$ cat config.mk
export PLATFORM = sky130hd
export DESIGN_NAME = ray_frame_scheduler
export DESIGN_NICKNAME = d
export VERILOG_FILES = /design/src/rtl/raycast_pkg.sv /design/src/rtl/sched_sat_counter.sv /design/src/rtl/ray_frame_scheduler.sv
export SDC_FILE = /design/constraint.sdc
export NUM_CORES = 1
export LEC_CHECK = 0
export ABC_AREA = 1
export CAP_MARGIN = 20
export CELL_PAD_IN_SITES_DETAIL_PLACEMENT = 1
export CELL_PAD_IN_SITES_GLOBAL_PLACEMENT = 1
export CORE_ASPECT_RATIO = 0.6
export CORE_MARGIN = 2
export CORE_UTILIZATION = 34
export CTS_CLUSTER_DIAMETER = 150
export DETAILED_ROUTE_END_ITERATION = 12
export HOLD_SLACK_MARGIN = 0.1
export PLACE_DENSITY = 0.95
export SETUP_SLACK_MARGIN = 0.3
export SLEW_MARGIN = 20
export SYNTH_ARGS = -nofsm -noshare
export SYNTH_HDL_FRONTEND = slang
export SYNTH_SLANG_ARGS = --single-unit
$ cat constraint.sdc
create_clock -name pixel_clk_in -period 3.2 [get_ports pixel_clk_in]
set_clock_uncertainty 0.15 [all_clocks]
set_input_delay 0.64 -clock pixel_clk_in [delete_from_list [all_inputs] [get_ports pixel_clk_in]]
set_output_delay 0.64 -clock pixel_clk_in [all_outputs]
set_load 0.005 [all_outputs]
$ cat src/rtl/raycast_pkg.sv
// Shared types and constants for the raycasting datapath: default frame
// geometry, the packed camera pose and the frame scheduler state encoding.
package raycast_pkg;

    localparam int NUM_RAYS = 320;
    localparam int HCOUNT_W = 9;
    localparam int POSE_W   = 16;

    // Whole camera pose in one packed word so a frame-start latch is a single register.
    typedef struct packed {
        logic [POSE_W-1:0] pos_x;
        logic [POSE_W-1:0] pos_y;
        logic [POSE_W-1:0] dir_x;
        logic [POSE_W-1:0] dir_y;
        logic [POSE_W-1:0] plane_x;
        logic [POSE_W-1:0] plane_y;
    } pose_t;

    typedef enum logic [1:0] {
        IDLE,
        ISSUE,
        DRAIN,
        SWAP_WAIT
    } sched_state_e;

endpackage

$ cat src/rtl/sched_sat_counter.sv
// Saturating up-counter with synchronous clear. A clear coinciding with an
// increment restarts the count at 1, so the clearing cycle itself is counted.
module sched_sat_counter #(
    parameter int               WIDTH = 8,
    parameter logic [WIDTH-1:0] MAX   = '1
) (
    input  logic             clk,
    input  logic             rst,
    input  logic             clr,
    input  logic             inc,
    output logic [WIDTH-1:0] count
);

    // Restart on clear, otherwise count up and hold at MAX.
    always_ff @(posedge clk) begin
        // NOTE: sequential state uses <= so every flop samples pre-edge values.
        if (rst) begin
            count <= '0;
        end else if (clr) begin
            count <= inc ? WIDTH'(1) : '0;
        end else if (inc && (count != MAX)) begin
            count <= count + WIDTH'(1);
        end
    end

endmodule

$ cat src/rtl/ray_frame_scheduler.sv
// Per-frame sequencer for the raycasting datapath. Latches the camera pose on
// frame start, issues column indices under valid/ready, counts finished
// columns and requests a frame-buffer swap on the following frame start.
// Optional statistics (overrun count, frame cycle count) are enabled by
// defining RAY_FRAME_SCHED_STATS_EN.
module ray_frame_scheduler #(
    parameter int NUM_RAYS = raycast_pkg::NUM_RAYS,
    parameter int HCOUNT_W = raycast_pkg::HCOUNT_W,
    parameter int POSE_W   = raycast_pkg::POSE_W    // must match the pose_t field width
) (
    input  logic                pixel_clk_in,
    input  logic                rst_in,
    input  logic                new_frame_in,
    input  logic [POSE_W-1:0]   posX_in,
    input  logic [POSE_W-1:0]   posY_in,
    input  logic [POSE_W-1:0]   dirX_in,
    input  logic [POSE_W-1:0]   dirY_in,
    input  logic [POSE_W-1:0]   planeX_in,
    input  logic [POSE_W-1:0]   planeY_in,
    output logic [POSE_W-1:0]   posX_out,
    output logic [POSE_W-1:0]   posY_out,
    output logic [POSE_W-1:0]   dirX_out,
    output logic [POSE_W-1:0]   dirY_out,
    output logic [POSE_W-1:0]   planeX_out,
    output logic [POSE_W-1:0]   planeY_out,
    output logic [HCOUNT_W-1:0] hcount_out,
    output logic                hcount_valid_out,
    input  logic                hcount_ready_in,
    input  logic                ray_done_in,
    output logic                swap_out,
    output logic                busy_out,
    output logic                overrun_out
`ifdef RAY_FRAME_SCHED_STATS_EN
    ,
    output logic [7:0]          overrun_count_out,
    output logic [23:0]         frame_cycles_out
`endif
);

    import raycast_pkg::*;

    localparam int                  DONE_W      = $clog2(NUM_RAYS + 1);
    localparam logic [DONE_W-1:0]   DONE_MAX    = DONE_W'(NUM_RAYS);
    localparam logic [DONE_W-1:0]   DONE_LAST   = DONE_W'(NUM_RAYS - 1);
    localparam logic [HCOUNT_W-1:0] HCOUNT_LAST = HCOUNT_W'(NUM_RAYS - 1);

    sched_state_e        state;
    sched_state_e        state_next;
    pose_t               pose_q;
    logic [HCOUNT_W-1:0] hcount_q;
    logic [DONE_W-1:0]   done_cnt;
    logic                overrun_q;
    logic                frame_start;
    logic                overrun_event;
    logic                transfer;
    logic                last_col;
    logic                complete;

    assign transfer = (state == ISSUE) && hcount_ready_in;
    assign last_col = (hcount_q == HCOUNT_LAST);
    // Completion looks at the count including this cycle's pulse.
    assign complete = (state == DRAIN) &&
                      ((done_cnt == DONE_MAX) || ((done_cnt == DONE_LAST) && ray_done_in));

    // State register.
    always_ff @(posedge pixel_clk_in) begin
        if (rst_in) begin
            state <= IDLE;
        end else begin
            state <= state_next;
        end
    end

    // Next-state decode plus frame-start and overrun strobes.
    always_comb begin
        // NOTE: every variable gets a default first so no path infers a latch.
        state_next    = state;
        frame_start   = 1'b0;
        overrun_event = 1'b0;
        case (state)
            IDLE: begin
                if (new_frame_in) begin
                    frame_start = 1'b1;
                    state_next  = ISSUE;
                end
            end
            ISSUE: begin
                overrun_event = new_frame_in;
                if (transfer && last_col) begin
                    state_next = DRAIN;
                end
            end
            DRAIN: begin
                if (complete) begin
                    if (new_frame_in) begin
                        frame_start = 1'b1;
                        state_next  = ISSUE;
                    end else begin
                        state_next = SWAP_WAIT;
                    end
                end else begin
                    overrun_event = new_frame_in;
                end
            end
            SWAP_WAIT: begin
                if (new_frame_in) begin
                    frame_start = 1'b1;
                    state_next  = ISSUE;
                end
            end
            default: state_next = IDLE;
        endcase
    end

    // Column index: cleared on frame start, advanced on each non-final transfer.
    always_ff @(posedge pixel_clk_in) begin
        if (rst_in) begin
            hcount_q <= '0;
        end else if (frame_start) begin
            hcount_q <= '0;
        end else if (transfer && !last_col) begin
            hcount_q <= hcount_q + HCOUNT_W'(1);
        end
    end

    // Pose snapshot taken only at frame start so a frame renders one consistent view.
    always_ff @(posedge pixel_clk_in) begin
        if (rst_in) begin
            pose_q <= '0;
        end else if (frame_start) begin
            pose_q <= '{pos_x: posX_in, pos_y: posY_in, dir_x: dirX_in,
                        dir_y: dirY_in, plane_x: planeX_in, plane_y: planeY_in};
        end
    end

    // Sticky overrun flag, cleared only by reset.
    always_ff @(posedge pixel_clk_in) begin
        if (rst_in) begin
            overrun_q <= 1'b0;
        end else if (overrun_event) begin
            overrun_q <= 1'b1;
        end
    end

    // Finished-column counter; a pulse arriving with the next frame start belongs to the old frame.
    sched_sat_counter #(
        .WIDTH (DONE_W),
        .MAX   (DONE_MAX)
    ) u_done_cnt (
        .clk   (pixel_clk_in),
        .rst   (rst_in),
        .clr   (frame_start),
        .inc   (ray_done_in && busy_out && !frame_start),
        .count (done_cnt)
    );

`ifdef RAY_FRAME_SCHED_STATS_EN
    logic [23:0] cycle_cnt;
    logic [23:0] frame_cycles_q;

    sched_sat_counter #(
        .WIDTH (8)
    ) u_overrun_cnt (
        .clk   (pixel_clk_in),
        .rst   (rst_in),
        .clr   (1'b0),
        .inc   (overrun_event),
        .count (overrun_count_out)
    );

    // Counts from the frame-start latch cycle up to (not including) the completion cycle.
    sched_sat_counter #(
        .WIDTH (24)
    ) u_cycle_cnt (
        .clk   (pixel_clk_in),
        .rst   (rst_in),
        .clr   (frame_start),
        .inc   (busy_out || frame_start),
        .count (cycle_cnt)
    );

    // Capture the frame duration when the drain completes.
    always_ff @(posedge pixel_clk_in) begin
        if (rst_in) begin
            frame_cycles_q <= '0;
        end else if (complete) begin
            frame_cycles_q <= cycle_cnt;
        end
    end

    assign frame_cycles_out = frame_cycles_q;
`endif

    assign posX_out         = pose_q.pos_x;
    assign posY_out         = pose_q.pos_y;
    assign dirX_out         = pose_q.dir_x;
    assign dirY_out         = pose_q.dir_y;
    assign planeX_out       = pose_q.plane_x;
    assign planeY_out       = pose_q.plane_y;
    assign hcount_out       = hcount_q;
    assign hcount_valid_out = (state == ISSUE);
    assign busy_out         = (state == ISSUE) || (state == DRAIN);
    assign overrun_out      = overrun_q;
    // Swap only when a frame start closes a finished frame, never from IDLE.
    assign swap_out         = frame_start && (state != IDLE) && !rst_in;

endmodule

==> impl_metrics.py <==
metrics = {
    "outcome": {
        "outcome": "completed",
    },
    "clock_tree": {
        "cts_max_level": 4,
        "cts_buffer_depth": 2,
        "cts.sinks": 117,
        "cts_made_buffers": 17,
        "hold_buffers": 0,
        "clk_pin_slew_ns": 0.06,
        "root_buffer": "clkbuf_16",
        "cts_tree": "yes",
        "clk_latency_ns": 0.40,
    },
    "placed_design": {
        "portBuffers": 209,
        "postPlaceCellArea_mm2": 0.007890,
        "gp_congestion": 0.8149,
        "dp_hpwl_mm": 12.48,
        "place_inst": 1209,
    },
    "routing": {
        "met1Wirelength_mm": 7.994,
        "met2_length_mm": 8.041,
        "wl_mm": 17.68,
        "wl_met3_mm": 1.573,
        "first_pass_iters": 5,
        "wire_per_inst_um": 14.25,
        "vias_per_cell": 4.625,
        "ant_nets": 0,
        "drc": 0,
        "top_layer_used": "met4",
        "drt_iter0_markers": 251,
        "dr_total_vias": 5740,
    },
    "synthesis": {
        "syn_avg_cell_area_um2": 7.071,
        "ys_seq_elements": 117,
        "ys_types": 24,
        "synth_most_common_cell": "nand2_1",
        "synth_top_flop_cell": "dfxtp_1",
        "ys_warn_count": 0,
        "synthTopCellsByArea": "dfxtp_1, nand2_1, a21oi_1, nand3_2, nor2_1",
        "synth_seq_area_share_pct": 40.34,
        "netlist_top_cells_count": "nand2_1, nor2_1, inv_1, dfxtp_1, a21oi_1",
        "netlist_instances": 821,
        "netlist.area_leader.share_pct": 40.34,
        "synth_area_mm2": 0.005806,
        "synth_nets": 928,
        "yosysTopAreaCell": "dfxtp_1",
        "synth-edff-count": 0,
        "async_reset_ff_share_pct": 0,
    },
    "finish": {
        "fin_util_pct": 51.23,
        "num-fill-cells": 2069,
        "multiInputGateArea_mm2": 0.002651,
        "final_cells": 1241,
        "drive_gt1_share_pct": 9.872,
        "nNetsFinal": 1108,
        "regArea_mm2": 0.002344,
        "area_delta_synth_final_pct": 45.47,
        "diodes": 0,
        "final_cell_area_mm2": 0.008446,
    },
    "min_path": {
        "hp-class": "flip-flop to flip-flop",
        "min_path_cells": 2,
        "hold_end": "overrun_out$_SDFFE_PP0P_",
        "min_from": "overrun_out$_SDFFE_PP0P_",
    },
    "power_and_ir_drop": {
        "power_density_mw_per_mm2": 848.8,
        "leakagePower_nw": 3.695,
        "peakVddDrop_v": 0.0008192,
    },
    "timing": {
        "min_period_over_period_pct": 85.90,
        "clock.fmax_mhz": 363.8,
        "final_hold_viol_count": 0,
        "rsz0062_at_grt": "no",
        "min_period_ns": 2.749,
        "finalSetupViolations": 0,
        "drv_slew": 0,
        "max_slew_margin_pct": 24.55,
        "worstMarginPinSlew_ns": 1.132,
        "setup_tns_ns": 0,
    },
    "die": {
        "die_area_mm2": 0.01817,
        "die_h_um": 105.2,
        "core-area_mm2": 0.01649,
        "die_x_um": 172.7,
        "ios": 210,
        "initial_core_util_pct": 35.22,
        "rows": 36,
    },
    "global_routing": {
        "grt_max_degree": 193,
        "grt_pass1_wl_mm": 28.86,
        "grt.overflow.total": 0,
        "antenna_found_initial": 0,
        "grt_pass1_vias": 5787,
        "track_usage_pct": 19.25,
    },
    "worst_setup_path": {
        "r2r-end": "posY_out[1]$_SDFFE_PP0N_",
        "cp-start-kind": "flip-flop",
        "cp.required_ns": 2.41,
        "r2r-start": "u_done_cnt.count[1]$_SDFFE_PP0P_",
        "path_buf_inv": 1,
        "path_class": "flip-flop to output port",
        "path_cells": "ha_2, nand3_1, nor2_2, nand2_1, nand2_1, nand2_2, nand2_8, nand2_2, nor3_2, buf_2",
        "cp_slowest_cell": "dfxtp_1",
        "path_max_fanout": 3,
        "end_kind": "output port",
        "slowest_delay_ns": 0.37,
        "ff2ff_setup_slack_ns": 0.58,
        "arrival_ns": 1.96,
        "r2r_cells": 11,
        "path_delay_family": "simple AND/OR/NAND/NOR gates",
    },
    "flow_run": {
        "drv_cap": 0,
    },
}
-- sequential cells by signal, indices dropped and copies added (netlist names), 9 cells and up --
name              count
dirX_out             16
dirY_out             16
planeX_out           16
planeY_out           16
posX_out             16
posY_out             16
hcount_out            9
u_done_cnt.count      9
-- how the worst max path moves through the flow --
stage                                           startpoint       end  slack (ns)  cells past startpoint
final                     u_done_cnt.count[1]$_SDFFE_PP0P_  swap_out        0.45                     10
after global routing      u_done_cnt.count[1]$_SDFFE_PP0P_  swap_out        0.30                     10
after CTS                                      ray_done_in  swap_out        0.31                     10
after detailed placement                       ray_done_in  swap_out        0.01                     10
after global placement                         ray_done_in  swap_out        0.09                     10
after floorplan           u_done_cnt.count[0]$_SDFFE_PP0P_  swap_out        1.12                      9
-- power by group --
group / switching, mW / leakage, nW / internal, mW / total [mW]
Sequential: 0.248 / 0.963 / 1.92 / 2.16
Clock: 0.689 / 0.243 / 1.03 / 1.72
Combinational: 1.78 / 2.49 / 1.50 / 3.29
Total: 2.72 / 3.70 / 4.45 / 7.17
-- cell type report --
class / instances / area share [%]
clock buffers: 20 / 5.407
clock inverters: 11 / 0.9481
inverters: 127 / 5.644
multi-input cells: 524 / 31.39
flip-flops and latches: 117 / 27.75
well taps: 228 / 3.378
repair buffers: 214 / 25.48
-- routing by layer --
metal	global-route usage, %	vias up
li1	-	2904
met1	24.03	2686
met2	31.24	146
met3	8.297	4
met4	3.571	0
met5	0	-
-- cell families (layout without fill, tap and decap cells) --
logic type,Yosys count,count (layout),synth area share [%]
and+or+nand+nor,403,403,33.45
buffers and inverters,180,372,14.48
xor gates and xnor gates,8,8,1.207
adders and majority gates,6,6,1.293
AOI/OAI and AO/OA,107,107,9.224
DFF,117,117,40.34
-- tightest hold or removal path, delay by kind of cell, from the launching register on --
kind	cells	cell delay (ns)
DFF	1	0.31
buffers and inverters	1	0.05
AOI/OAI and AO/OA	1	0.06
-- cell usage in the layout (no fill, tap or decap), drive strengths merged --
cell / Yosys / final
a21oi: 101 / 101
buf: 36 / 6
clkbuf: 17 / 20
clkdlybuf4s50: 0 / 207
clkinv: 0 / 3
clkinvlp: 0 / 7
dfxtp: 117 / 117
dlymetal6s2s: 0 / 1
ha: 6 / 6
inv: 127 / 128
nand2: 148 / 148
nand3: 114 / 114
nand3b: 1 / 1
nand4: 3 / 3
nor2: 133 / 133
nor3: 4 / 4
o21ai: 6 / 6
xnor2: 1 / 1
xor2: 7 / 7
-- timing repair --
action	4_1_cts	5_1_grt
cloned	0	0
pin swaps	0	4
gates resized for setup	3	7
buffers inserted	0	1
endpoints found under the setup margin	1	1
-- metrics by stage --
step | setup WS (ns) | power, mW | hold WS [ns]
after global routing | 0.2983 | 7.682 | 0.3360
after global placement | 0.09335 | 5.350 | 0.2902
after floorplan | 1.119 | 4.360 | 0.2905
after detailed placement | 0.01274 | 5.483 | 0.3067
after CTS | 0.3110 | 7.246 | 0.3164
final | 0.4512 | 7.168 | 0.3164
Note: power is estimated with default switching activity, not from simulation.
